--- src/rtl/lsu_bus_ctrl.sv ---
// lsu_bus_ctrl
// Moves each load/store from the execute-stage LSU onto a word-wide data bus.
// Only one access is in flight at a time.
// - Store data is placed on the correct byte lanes with byte enables.
// - Load data comes back right-justified, with the bytes above the access
//   size forced to zero.
// - An access that crosses a word boundary needs two bus beats.
//
// Ports
//   s_clk_i, s_reset_i          clock, asynchronous active-high reset
//   s_req_i / s_ready_o         core request handshake
//   s_we_i, s_addr_i, s_size_i  access attributes
//   s_wdata_i                   right-justified store data
//   s_rvalid_o                  one-cycle completion pulse
//   s_rdata_o, s_err_o          valid with s_rvalid_o
//   s_bus_req_o / s_bus_gnt_i   bus address phase
//   s_bus_we_o, s_bus_addr_o    word-aligned bus address
//   s_bus_be_o, s_bus_wdata_o   byte enables and lane-positioned data
//   s_bus_rvalid_i              bus data-phase response
//   s_bus_rdata_i, s_bus_err_i  read data and error, valid with rvalid
//
// Parameter
//   BUS_TIMEOUT  number of response cycles to wait before the access is
//                aborted with an error; 0 disables the timeout.
//
// Build option
//   LSU_SPLIT_EN  When defined, misaligned accesses are split into two beats.
//                 When undefined, a misaligned access faults immediately and
//                 never reaches the bus.
module lsu_bus_ctrl #(
  parameter int unsigned BUS_TIMEOUT = 16
) (
  input  logic        s_clk_i,
  input  logic        s_reset_i,
  input  logic        s_req_i,
  output logic        s_ready_o,
  input  logic        s_we_i,
  input  logic [31:0] s_addr_i,
  input  logic [1:0]  s_size_i,
  input  logic [31:0] s_wdata_i,
  output logic        s_rvalid_o,
  output logic [31:0] s_rdata_o,
  output logic        s_err_o,
  output logic        s_bus_req_o,
  input  logic        s_bus_gnt_i,
  output logic        s_bus_we_o,
  output logic [31:0] s_bus_addr_o,
  output logic [3:0]  s_bus_be_o,
  output logic [31:0] s_bus_wdata_o,
  input  logic        s_bus_rvalid_i,
  input  logic [31:0] s_bus_rdata_i,
  input  logic        s_bus_err_i
);

  typedef enum logic [2:0] {
    ST_IDLE, ST_REQ1, ST_WAIT1, ST_REQ2, ST_WAIT2, ST_RESP
  } state_e;

  localparam int unsigned CW = (BUS_TIMEOUT > 1) ? $clog2(BUS_TIMEOUT + 1) : 1;
  // The counter holds 0..BUS_TIMEOUT-1. When a silent cycle arrives with the
  // counter at its last value, that is the expiry cycle.
  localparam logic [CW-1:0] TO_LAST = (BUS_TIMEOUT > 0) ? CW'(BUS_TIMEOUT - 1) : '0;

  state_e        state_q;
  logic          ready_q, rvalid_q, err_q;
  logic [31:0]   rdata_q;
  logic          bus_req_q, bus_we_q;
  logic [31:0]   bus_addr_q, bus_wdata_q;
  logic [3:0]    bus_be_q;
  logic          we_q;
  logic [1:0]    off_q, size_q;
  logic [CW-1:0] cnt_q;

  // Byte-lane mask over the two consecutive words touched by the request.
  logic [7:0] size_mask, m8;
  logic       split_in, reject_in, timeout_hit;

  always_comb begin
    size_mask = 8'h00;
    case (s_size_i)
      2'b00:   size_mask = 8'h01;
      2'b01:   size_mask = 8'h03;
      2'b10:   size_mask = 8'h0F;
      default: size_mask = 8'h00;
    endcase
  end

  assign m8          = size_mask << s_addr_i[1:0];
  assign split_in    = |m8[7:4];
  assign timeout_hit = (BUS_TIMEOUT > 0) && (cnt_q == TO_LAST);

`ifdef LSU_SPLIT_EN
  logic          split_q;
  logic [3:0]    be2_q;
  logic [31:0]   wdata2_q, lo_q;
  logic [63:0]   w64;
  assign w64       = {32'b0, s_wdata_i} << {s_addr_i[1:0], 3'b000};
  assign reject_in = (s_size_i == 2'b11);
`else
  logic [31:0]   w64;
  assign w64       = s_wdata_i << {s_addr_i[1:0], 3'b000};
  assign reject_in = (s_size_i == 2'b11) || split_in;
`endif

  // Move the requested bytes down to bit 0. Bytes above the access size are
  // cleared.
  function automatic logic [31:0] align_load(input logic [63:0] pair,
                                             input logic [1:0]  off,
                                             input logic [1:0]  size);
    logic [31:0] r;
    r = 32'(pair >> {off, 3'b000});
    case (size)
      2'b00:   return {24'b0, r[7:0]};
      2'b01:   return {16'b0, r[15:0]};
      default: return r;
    endcase
  endfunction

  always_ff @(posedge s_clk_i or posedge s_reset_i) begin
    if (s_reset_i) begin
      state_q     <= ST_IDLE;
      ready_q     <= 1'b1;
      rvalid_q    <= 1'b0;
      err_q       <= 1'b0;
      rdata_q     <= '0;
      bus_req_q   <= 1'b0;
      bus_we_q    <= 1'b0;
      bus_addr_q  <= '0;
      bus_be_q    <= '0;
      bus_wdata_q <= '0;
      we_q        <= 1'b0;
      off_q       <= '0;
      size_q      <= '0;
      cnt_q       <= '0;
`ifdef LSU_SPLIT_EN
      split_q     <= 1'b0;
      be2_q       <= '0;
      wdata2_q    <= '0;
      lo_q        <= '0;
`endif
    end else begin
      case (state_q)
        ST_IDLE: begin
          if (s_req_i) begin
            ready_q <= 1'b0;
            we_q    <= s_we_i;
            off_q   <= s_addr_i[1:0];
            size_q  <= s_size_i;
            if (reject_in) begin
              // A request that can never reach the bus is answered at once.
              state_q  <= ST_RESP;
              rvalid_q <= 1'b1;
              err_q    <= 1'b1;
              rdata_q  <= '0;
            end else begin
              state_q     <= ST_REQ1;
              bus_req_q   <= 1'b1;
              bus_we_q    <= s_we_i;
              bus_addr_q  <= {s_addr_i[31:2], 2'b00};
              bus_be_q    <= m8[3:0];
              bus_wdata_q <= w64[31:0];
`ifdef LSU_SPLIT_EN
              split_q     <= split_in;
              be2_q       <= m8[7:4];
              wdata2_q    <= w64[63:32];
`endif
            end
          end
        end
        ST_REQ1: begin
          if (s_bus_gnt_i) begin
            state_q   <= ST_WAIT1;
            bus_req_q <= 1'b0;
            cnt_q     <= '0;
          end
        end
        ST_WAIT1: begin
          if (s_bus_rvalid_i) begin
`ifdef LSU_SPLIT_EN
            lo_q <= s_bus_rdata_i;
            if (!s_bus_err_i && split_q) begin
              // The address wraps naturally from 0xFFFFFFFC to 0.
              state_q     <= ST_REQ2;
              bus_req_q   <= 1'b1;
              bus_addr_q  <= bus_addr_q + 32'd4;
              bus_be_q    <= be2_q;
              bus_wdata_q <= wdata2_q;
            end else
`endif
            begin
              state_q  <= ST_RESP;
              rvalid_q <= 1'b1;
              err_q    <= s_bus_err_i;
              rdata_q  <= (s_bus_err_i || we_q) ? '0
                        : align_load({32'b0, s_bus_rdata_i}, off_q, size_q);
            end
          end else if (timeout_hit) begin
            state_q  <= ST_RESP;
            rvalid_q <= 1'b1;
            err_q    <= 1'b1;
            rdata_q  <= '0;
          end else if (BUS_TIMEOUT > 0) begin
            cnt_q <= cnt_q + CW'(1);
          end
        end
`ifdef LSU_SPLIT_EN
        ST_REQ2: begin
          if (s_bus_gnt_i) begin
            state_q   <= ST_WAIT2;
            bus_req_q <= 1'b0;
            cnt_q     <= '0;
          end
        end
        ST_WAIT2: begin
          if (s_bus_rvalid_i) begin
            // An error on beat 2 does not undo the store bytes written by
            // beat 1.
            state_q  <= ST_RESP;
            rvalid_q <= 1'b1;
            err_q    <= s_bus_err_i;
            rdata_q  <= (s_bus_err_i || we_q) ? '0
                      : align_load({s_bus_rdata_i, lo_q}, off_q, size_q);
          end else if (timeout_hit) begin
            state_q  <= ST_RESP;
            rvalid_q <= 1'b1;
            err_q    <= 1'b1;
            rdata_q  <= '0;
          end else if (BUS_TIMEOUT > 0) begin
            cnt_q <= cnt_q + CW'(1);
          end
        end
`endif
        ST_RESP: begin
          state_q  <= ST_IDLE;
          ready_q  <= 1'b1;
          rvalid_q <= 1'b0;
          err_q    <= 1'b0;
          rdata_q  <= '0;
        end
        default: begin
          state_q <= ST_IDLE;
          ready_q <= 1'b1;
        end
      endcase
    end
  end

  assign s_ready_o     = ready_q;
  assign s_rvalid_o    = rvalid_q;
  assign s_rdata_o     = rdata_q;
  assign s_err_o       = err_q;
  assign s_bus_req_o   = bus_req_q;
  assign s_bus_we_o    = bus_we_q;
  assign s_bus_addr_o  = bus_addr_q;
  assign s_bus_be_o    = bus_be_q;
  assign s_bus_wdata_o = bus_wdata_q;

endmodule

--- config.mk ---
export PLATFORM = sky130hd
export DESIGN_NAME = lsu_bus_ctrl
export DESIGN_NICKNAME = d
export VERILOG_FILES = /design/src/rtl/lsu_bus_ctrl.sv
export SDC_FILE = /design/constraint.sdc
export NUM_CORES = 1
export LEC_CHECK = 0
export ABC_CLOCK_PERIOD_IN_PS = 8950
export CAP_MARGIN = 0
export CORE_MARGIN = 2
export CORE_UTILIZATION = 40
export CTS_BUF_LIST = sky130_fd_sc_hd__clkbuf_16
export DETAILED_ROUTE_END_ITERATION = 6
export PLACE_DENSITY_LB_ADDON = 0.25
export SLEW_MARGIN = 20
export SYNTH_ARGS = -nofsm -noshare
export SYNTH_HDL_FRONTEND = slang
export SYNTH_SLANG_ARGS = --single-unit
--- constraint.sdc ---
create_clock -name s_clk_i -period 8.95 [get_ports s_clk_i]
set_clock_uncertainty 0.2 [all_clocks]
set_input_delay 2.2375 -clock s_clk_i [delete_from_list [all_inputs] [get_ports s_clk_i]]
set_output_delay 2.2375 -clock s_clk_i [all_outputs]
set_load 0.02 [all_outputs]
==> results.json, run 1 <==
{
  "synth_compound_gate_area_share_pct": 15.3,
  "rsz0062_at_grt": "no",
  "worst_ep_required_time_ns": 9.03,
  "cp_max_fo": 60,
  "crit_path_end_kind": "flop",
  "worstSetupEndpoint": "s_bus_addr_o[5]$_DFFE_PP0P_",
  "synth_top_family_by_area": "multiplexers",
  "drt.antenna.violating_nets": 0,
  "grt_use_total_pct": 21.2,
  "num_vias": 4394,
  "num_rows": 42,
  "synth_area_leaders": "dfrtp_1 (54%), mux2_2 (10%), a22o_1 (6.5%)",
  "p_leak_nw": 3.52,
  "clock.fmax_ghz": 0.201,
  "slowest_stage": "clkdlybuf4s50_1",
  "synth.avg_cell_area_sq_um": 11.4,
  "yosys_warnings": 0,
  "drc_errors": 0,
  "critPathArrivalTime_ns": 5.06,
  "dieArea_sq_um": 14300,
  "period_share_pct": 55.6,
  "postSynthCellCount": 470,
  "num-fill-cells": 1102,
  "critPathMaxStageDelay_ns": 1.15,
  "vias_per_cell": 5.13,
  "hold_buffers": 0,
  "dr.pass1.iters": 4,
  "antenna_found_initial": 0,
  "maxSlewViolCount": 0,
  "grt_pass1_wl_mm": 23.6,
  "finalCriticalPeriod_ns": 4.97,
  "place_ws_ns": 3.55,
  "cts_resized": 0,
  "portBuffers": 207,
  "grt-ovfl-total": 0,
  "r2r_cells": 5,
  "dpl.hpwl_mm": 10.5,
  "reg2reg_to": "s_rdata_o[30]$_DFFE_PP0P_",
  "power.density_nw_per_um2": 322,
  "grt_start_max_net_pins": 82,
  "synth-simple-area-share_pct": 9.13,
  "post-synth-top-area-fraction_pct": 53.7,
  "path_depth": 6,
  "wl_mm": 14.5,
  "cts_setup_buffers": 0,
  "maxSlewHeadroom_pct": 31.1,
  "clk_latency_ns": 0.40,
  "drt-initial-drc-count": 152,
  "synth_top_area_cell": "dfrtp_1",
  "hold-worst-slack_ns": 0.276,
  "pin_count": 210,
  "finalHoldViolations": 0,
  "gp_congestion": 0.847,
  "diodes": 0,
  "clkSinkCount": 116,
  "place_area_sq_um": 7530,
  "worstPathCellList": "clkdlybuf4s50_1 -> a21o_1 -> o31ai_1 -> nand3_2 -> buf_4 -> mux2_2",
  "setup_violations": 0,
  "tns_ns": 0,
  "finalNetCount": 777,
  "tightest_slew_ns": 1.03,
  "final_cell_area_sq_um": 8120,
  "htree_num_levels": 4,
  "ys_ff_latch": 116,
  "crit_type": "input port to flop",
  "dieHeight_microns": 120,
  "cts_tree": "yes",
  "die_w_microns": 120,
  "muxShareOfSynthArea_pct": 16.4,
  "synth_cell_type_count": 39,
  "drv_cap": 0,
  "cts_buffer_depth": 2,
  "synth_xor_area_share_pct": 0,
  "r2r_slack_ns": 6.10,
  "initial_utilization_pct": 40.8,
  "start_kind": "input port",
  "netlist_area_sq_um": 5360,
  "syn2layout_area_growth_pct": 51.7,
  "coreArea_sq_um": 13100,
  "drive_above_1_share_pct": 12.8,
  "cp.buffers_inverters": 2,
  "status": "complete, no violations",
  "fin_ws_ns": 3.98,
  "worst_r2r_startpoint": "state_q[0]$_DFFE_PP0P_",
  "startpoint": "s_addr_i[1]",
  "ir_drop_mv": 0.218,
  "numCtsBuffers": 17,
  "worstHoldPathType": "flop to flop",
  "grt_pass1_vias": 4662,
  "cts_root_buf": "clkbuf_16",
  "synth_fa_ha_area_share_pct": 1.17,
  "wl_per_cell_microns": 17.0,
  "crit_family": "buffers and inverters",
  "ys_seq_area_share_pct": 54.2,
  "clkTransAtPathRegs_ns": 0.05
}
-- tightest hold or removal path, stage by stage (launching register included) --
cell,delay [ns]
dfrtp_1,0.34
nand2_1,0.04
o21ai_0,0.06
-- flip-flops by register name, indices dropped and copies added, names as in the netlist --
name           count
s_ready_o          1
s_bus_be_o         4
state_q            3
we_q               1
size_q             2
s_rdata_o         32
cnt_q              5
s_bus_req_o        1
off_q              2
s_rvalid_o         1
s_bus_we_o         1
s_bus_wdata_o     32
s_bus_addr_o      30
s_err_o            1
-- how the worst min path moves through the flow --
stage	end	cells after the start	slack, ns	start
floorplan	size_q[0]$_DFFE_PP0P_	2	0.25	size_q[0]$_DFFE_PP0P_
global placement	s_bus_wdata_o[17]$_DFFE_PP0P_	2	0.26	s_bus_wdata_o[17]$_DFFE_PP0P_
global route	s_bus_wdata_o[17]$_DFFE_PP0P_	2	0.30	s_bus_wdata_o[17]$_DFFE_PP0P_
detailed placement	s_bus_be_o[0]$_DFFE_PP0P_	1	0.27	s_bus_be_o[0]$_DFFE_PP0P_
CTS	s_bus_wdata_o[22]$_DFFE_PP0P_	2	0.28	s_bus_wdata_o[22]$_DFFE_PP0P_
finish	s_bus_wdata_o[22]$_DFFE_PP0P_	2	0.28	s_bus_wdata_o[22]$_DFFE_PP0P_
-- where the power goes --
part | internal [W] | switching [W]
registers | 0.000723 | 0.000137
logic | 0.000545 | 0.000540
clock network | 0.000433 | 0.000236
total | 0.00170 | 0.000913
-- layout make-up --
cell class | instances | area [sq um] | share of cell area, %
clock buffer | 17 | 425 | 5.24
clock inverter | 15 | 165 | 2.03
inverter | 9 | 36.3 | 0.447
multi-input combinational | 312 | 2270 | 28.0
sequential | 116 | 2900 | 35.7
tap | 176 | 220 | 2.71
timing repair buffer | 211 | 2100 | 25.9
-- per-layer routing --
metal / wire length [microns] / global-route usage, % / up-vias
met4: 201 / 8.75 / 0
met3: 1270 / 8.03 / 10
met1: 6050 / 26.0 / 2147
met5: 0 / 0 / -
li1: - / - / 2070
met2: 7000 / 33.6 / 167
-- per-stage QoR --
stage	util, %	std cells	power [W]
global route	61.8	856	0.00276
detailed placement	57.3	824	0.00196
finish	61.8	856	0.00261
floorplan	-	471	0.00145
CTS	61.8	856	0.00264
global placement	57.3	824	0.00194
-- logic make-up after synthesis --
family | count (synthesis)
other | 1
flip-flops | 116
AND/OR/NAND/NOR | 99
buffers and inverters | 43
adder cells (fa/ha/maj) | 5
multiplexers | 82
AO/OA/AOI/OAI | 124
-- synth_stat cells, drive strengths merged --
| master | instances |
|---|---|
| dfstp | 1 |
| o21ai | 45 |
| nor4 | 1 |
| a32o | 1 |
| o21bai | 1 |
| nand3 | 4 |
| a21o | 3 |
| nor2b | 12 |
| or4 | 1 |
| a21oi | 20 |
| or3 | 2 |
| a22o | 40 |
| o211a | 1 |
| inv | 9 |
| nand3b | 3 |
| ha | 5 |
| buf | 12 |
| o31ai | 2 |
| nor4b | 1 |
| nor3 | 2 |
| nand2b | 3 |
| clkbuf | 22 |
| or3b | 1 |
| and3 | 1 |
| conb | 1 |
| nor2 | 15 |
| o22ai | 1 |
| and3b | 1 |
| o21a | 1 |
| nand2 | 49 |
| mux2i | 34 |
| and2b | 1 |
| a211oi | 9 |
| nor3b | 2 |
| mux2 | 48 |
| dfrtp | 115 |
-- cells in the final DEF, fill, tap and decap left out, types with 2 or more instances in the layout --
cell type and count:
a211oi_1 9, a21o_1 3, a21oi_1 20, a22o_1 40, buf_4 3, bufinv_16 3, clkbuf_16 17, clkdlybuf4s50_1 206
clkinv_1 4, clkinv_4 2, clkinvlp_4 5, conb_1 2, dfrtp_1 115, ha_1 5, inv_1 8, mux2_2 48
mux2i_1 34, nand2_1 49, nand2b_1 3, nand3_1 3, nand3b_1 3, nor2_1 15, nor2b_1 12, nor3b_1 2
o21ai_0 45, o31ai_1 2, or3_1 2
Note: power is estimated with default switching activity, not from simulation.
==> run 2, diff against run 1 <==
ABC_CLOCK_PERIOD_IN_PS = 4800   (was 8950)
clock period = 4.8 ns   (was 8.95 ns; I/O delays follow)
==> results.json, run 2 (same netlist as run 1, synthesis figures left out) <==
{
  "status": "complete, no violations",
  "drv_cap": 0,
  "wl_mm": 14.9,
  "drt.antenna.violating_nets": 0,
  "portBuffers": 207,
  "gp_congestion": 0.824,
  "ir_drop_mv": 0.412,
  "critPathArrivalTime_ns": 3.82,
  "dr.pass1.iters": 4,
  "cp.buffers_inverters": 4,
  "power_w": 0.00489,
  "pin_count": 210,
  "cp_common_cell": "buf_12",
  "die_w_microns": 120,
  "clk_latency_ns": 0.41,
  "crit_type": "input port to flop",
  "tightest_slew_ns": 0.951,
  "dpl.hpwl_mm": 10.6,
  "cts_tree": "yes",
  "cts_resized": 0,
  "cts_setup_buffers": 0,
  "finalCriticalPeriod_ns": 3.73,
  "maxSlewHeadroom_pct": 36.1,
  "grt_start_max_net_pins": 117,
  "cts_root_buf": "clkbuf_16",
  "coreArea_sq_um": 13100,
  "finalHoldViolations": 0,
  "tns_ns": 0,
  "power.density_nw_per_um2": 598,
  "cp_max_fo": 40,
  "setup_violations": 0,
  "initial_utilization_pct": 40.8,
  "wl_per_cell_microns": 17.3,
  "maxSlewViolCount": 0,
  "drive_above_1_share_pct": 13.6,
  "syn2layout_area_growth_pct": 52.6,
  "clock.fmax_ghz": 0.268,
  "hold-worst-slack_ns": 0.283,
  "place_ws_ns": 0.642,
  "grt_use_total_pct": 21.2,
  "mostFrequentLayoutCells": "clkdlybuf4s50_1 (206), dfrtp_1 (115), nand2_1 (49)",
  "crit_path_end_kind": "flop",
  "period_share_pct": 77.7,
  "grt_pass1_wl_mm": 23.8,
  "vias_per_cell": 5.21,
  "worst_ep_required_time_ns": 4.89,
  "rsz0062_at_grt": "no",
  "start_kind": "input port",
  "finalNetCount": 780,
  "final_common_cell": "clkdlybuf4s50_1",
  "p_leak_nw": 3.56,
  "cts_buffer_depth": 2,
  "num_rows": 42,
  "grt-ovfl-total": 0,
  "worstHoldPathType": "flop to flop",
  "numCtsBuffers": 17,
  "num-fill-cells": 1096,
  "num_vias": 4478,
  "slowest_stage": "clkdlybuf4s50_1",
  "fin_ws_ns": 1.07,
  "antenna_found_initial": 0,
  "crit_family": "buffers and inverters",
  "dieArea_sq_um": 14300,
  "hold_buffers": 0,
  "drc_errors": 0,
  "worstPathCellList": "clkdlybuf4s50_1 -> inv_1 -> ha_1 -> nor2b_1 -> o31ai_1 -> nand3_2 -> buf_12 -> buf_12 -> mux2_2",
  "critPathMaxStageDelay_ns": 0.48,
  "clkTransAtPathRegs_ns": 0.06,
  "utilization_pct": 62.2,
  "htree_num_levels": 4,
  "grt_pass1_vias": 4648,
  "clkSinkCount": 116,
  "diodes": 0,
  "drt-initial-drc-count": 259,
  "dieHeight_microns": 120
}
run 2: changes by cell type in the layout (fill, tap and decap cells not counted), sizes merged:
cell	change
clkinvlp	-1
buf	+3
inv	+3
clkinv	-1
bufinv	-1
run 2: final cells by class:
class	instances	area (sq um)	share of cell area, %
clock buffers	17	425	5.21
well taps	176	220	2.69
repair buffers	214	2160	26.4
multi-input cells	312	2270	27.8
inverters	9	36.3	0.444
flip-flops and latches	116	2900	35.5
clock inverters	15	156	1.91
run 2: worst paths after layout:
path,cells past startpoint,start,slack (ns),endpoint
worst min-delay path,2,s_bus_wdata_o[14]$_DFFE_PP0P_,0.28,s_bus_wdata_o[14]$_DFFE_PP0P_
worst min register to register,2,s_bus_wdata_o[14]$_DFFE_PP0P_,0.28,s_bus_wdata_o[14]$_DFFE_PP0P_
max in group asynchronous,3,s_reset_i,2.82,s_bus_wdata_o[1]$_DFFE_PP0P_
min in group asynchronous,3,s_reset_i,1.12,s_rdata_o[26]$_DFFE_PP0P_
worst max-delay path,9,s_size_i[0],1.07,s_bus_addr_o[20]$_DFFE_PP0P_
worst max register to register,5,state_q[0]$_DFFE_PP0P_,1.92,s_rdata_o[30]$_DFFE_PP0P_
run 2: metal layers:
metal  share of wire (%)  global-route usage (%)  vias to the layer above
li1                    -                       -                     2093
met1                  42                    25.5                     2169
met2                  47                    34.3                      188
met3                 9.3                    8.13                       28
met4                 2.3                    8.24                        0
met5                   0                       0                        -
run 2: through the flow:
stage / instance area [sq um] / instances
2_1_floorplan: 5360 / 471
3_3_place_gp: 7590 / 827
5_1_grt: 8170 / 859
4_1_cts: 8170 / 859
6_report: 8170 / 859
3_5_place_dp: 7590 / 827
run 2: where the power goes:
part / switching, W / internal, W / total, W
Clock: 0.000468 / 0.000766 / 0.00123
Combinational: 0.00102 / 0.00103 / 0.00205
Sequential: 0.000252 / 0.00135 / 0.00160
run 2: worst min-delay path, cell delays in order, from the launching register on:
cell and delay [ns]:
dfrtp_1 0.35, nand2_1 0.05, o21ai_0 0.06
==> run 3, diff against run 2 <==
ABC_CLOCK_PERIOD_IN_PS = 3550   (was 4800)
clock period = 3.55 ns   (was 4.8 ns; I/O delays follow)
==> results.json, run 3 (same netlist as run 1, synthesis figures left out) <==
{
  "drv_cap": 0,
  "pin_count": 210,
  "clk_latency_ns": 0.41,
  "wl_per_cell_microns": 17.4,
  "diodes": 0,
  "reg2reg_to": "s_rdata_o[25]$_DFFE_PP0P_",
  "dr.pass1.iters": 4,
  "num_vias": 4559,
  "final_common_cell": "clkdlybuf4s50_1",
  "finalCriticalPeriod_ns": 2.85,
  "portBuffers": 207,
  "cts_setup_buffers": 0,
  "path_depth": 9,
  "hold_buffers": 0,
  "seq_area_sq_um": 2900,
  "ir_drop_mv": 0.485,
  "clkPwrFrac_pct": 25.8,
  "vias_per_cell": 5.26,
  "numCtsBuffers": 17,
  "drc_errors": 0,
  "hold-worst-slack_ns": 0.279,
  "cp.buffers_inverters": 4,
  "crit_type": "input port to flop",
  "worstHoldPathType": "flop to flop",
  "wl_mm": 15.0,
  "gp_congestion": 0.839,
  "crit_path_end_kind": "flop",
  "p_switching_w": 0.00232,
  "drt-initial-drc-count": 173,
  "tns_ns": 0,
  "num-fill-cells": 1076,
  "instances_no_fill": 866,
  "antenna_found_initial": 0,
  "period_share_pct": 80.2,
  "setup_violations": 0,
  "grt_start_max_net_pins": 56,
  "p_leak_nw": 3.61,
  "critPathArrivalTime_ns": 2.94,
  "num_rows": 42,
  "grt-ovfl-total": 0,
  "grt_use_total_pct": 21.3,
  "rsz0062_at_grt": "no",
  "dp_cells": 834,
  "dieArea_sq_um": 14300,
  "r2r_cells": 5,
  "clock.fmax_ghz": 0.351,
  "multiInputGateArea_sq_um": 2280,
  "finalHoldViolations": 0,
  "cts_tree": "yes",
  "die_w_microns": 120,
  "swShare_pct": 34.5,
  "drive_above_1_share_pct": 13.6,
  "worst_r2r_startpoint": "state_q[0]$_DFFE_PP0P_",
  "coreArea_sq_um": 13100,
  "internal-power_w": 0.00439,
  "pwr-share-comb_pct": 41.2,
  "tightest_slew_ns": 0.990,
  "startpoint": "s_size_i[0]",
  "sequentialPowerShare_pct": 33.0,
  "syn2layout_area_growth_pct": 54.2,
  "power.density_nw_per_um2": 812,
  "power_w": 0.00671,
  "clkSinkCount": 116,
  "worst_ep_required_time_ns": 3.64,
  "utilization_pct": 62.9,
  "dpl.hpwl_mm": 11.0,
  "grt_pass1_vias": 4619,
  "critPathMaxStageDelay_ns": 0.49,
  "crit_family": "buffers and inverters",
  "maxSlewHeadroom_pct": 34.0,
  "start_kind": "input port",
  "worstPathCellList": "clkdlybuf4s50_1 -> inv_1 -> ha_1 -> nor2b_1 -> o31ai_1 -> buf_4 -> nand3_4 -> buf_12 -> mux2_2",
  "status": "complete, no violations",
  "htree_num_levels": 4,
  "cts_buffer_depth": 2,
  "mostFrequentLayoutCells": "clkdlybuf4s50_1 (206), dfrtp_1 (115), nand2_1 (49)",
  "finalNetCount": 787,
  "grt_pass1_wl_mm": 23.6,
  "cp_max_fo": 55,
  "r2r_slack_ns": 1.05,
  "drt.antenna.violating_nets": 0,
  "maxSlewViolCount": 0,
  "cts_root_buf": "clkbuf_16",
  "initial_utilization_pct": 40.8,
  "slowest_stage": "clkdlybuf4s50_1",
  "dieHeight_microns": 120,
  "cts_resized": 0,
  "clkTransAtPathRegs_ns": 0.05,
  "worstSetupEndpoint": "s_bus_addr_o[30]$_DFFE_PP0P_"
}
## run 3: worst min path at each step
| stage | startpoint | endpoint | slack (ns) | depth (start not counted) |
|---|---|---|---|---|
| floorplan | size_q[0]$_DFFE_PP0P_ | size_q[0]$_DFFE_PP0P_ | 0.25 | 2 |
| global placement | s_bus_wdata_o[9]$_DFFE_PP0P_ | s_bus_wdata_o[9]$_DFFE_PP0P_ | 0.27 | 2 |
| detailed placement | s_bus_wdata_o[8]$_DFFE_PP0P_ | s_bus_wdata_o[8]$_DFFE_PP0P_ | 0.27 | 2 |
| CTS | s_bus_wdata_o[8]$_DFFE_PP0P_ | s_bus_wdata_o[8]$_DFFE_PP0P_ | 0.29 | 2 |
| global route | s_bus_wdata_o[8]$_DFFE_PP0P_ | s_bus_wdata_o[8]$_DFFE_PP0P_ | 0.31 | 2 |
| finish | s_bus_wdata_o[8]$_DFFE_PP0P_ | s_bus_wdata_o[8]$_DFFE_PP0P_ | 0.28 | 2 |
## run 3: per-layer routing
layer / global-route usage, % / vias to the layer above / routed length (microns)
met3: 8.56 / 34 / 1390
met1: 24.9 / 2238 / 5870
met4: 9.12 / 0 / 438
li1: - / 2099 / -
met5: 0 / - / 0
met2: 34.9 / 188 / 7330
## run 3: per-stage QoR
stage                     setup slack, ns  instance area [sq um]
after floorplan                     0.617                   5360
after global placement              0.364                   7660
after detailed placement            0.269                   7660
after CTS                           0.710                   8260
after global routing                0.599                   8260
final                               0.704                   8260
## run 3: layout make-up
class	instances	area share (%)
sequential	116	35.2
multi-input combinational	312	27.6
timing repair buffer	221	26.9
clock buffer	17	5.15
tap	176	2.67
clock inverter	15	2.08
inverter	9	0.454
## run 3: power by group through the flow
| stage | clock network [W] | logic [W] | registers, W |
|---|---|---|---|
| final | 0.00173 | 0.00276 | 0.00221 |
| after detailed placement | 0 | 0.00278 | 0.00222 |
| after CTS | 0.00176 | 0.00279 | 0.00222 |
| after global routing | 0.00183 | 0.00295 | 0.00228 |
| after global placement | 0 | 0.00273 | 0.00220 |
| after floorplan | 0 | 0.00103 | 0.00262 |
## run 3: tightest hold or removal path, cell delays in order (launching register included)
cell     delay [ns]
dfrtp_1        0.34
nand2_1        0.05
o21ai_0        0.06
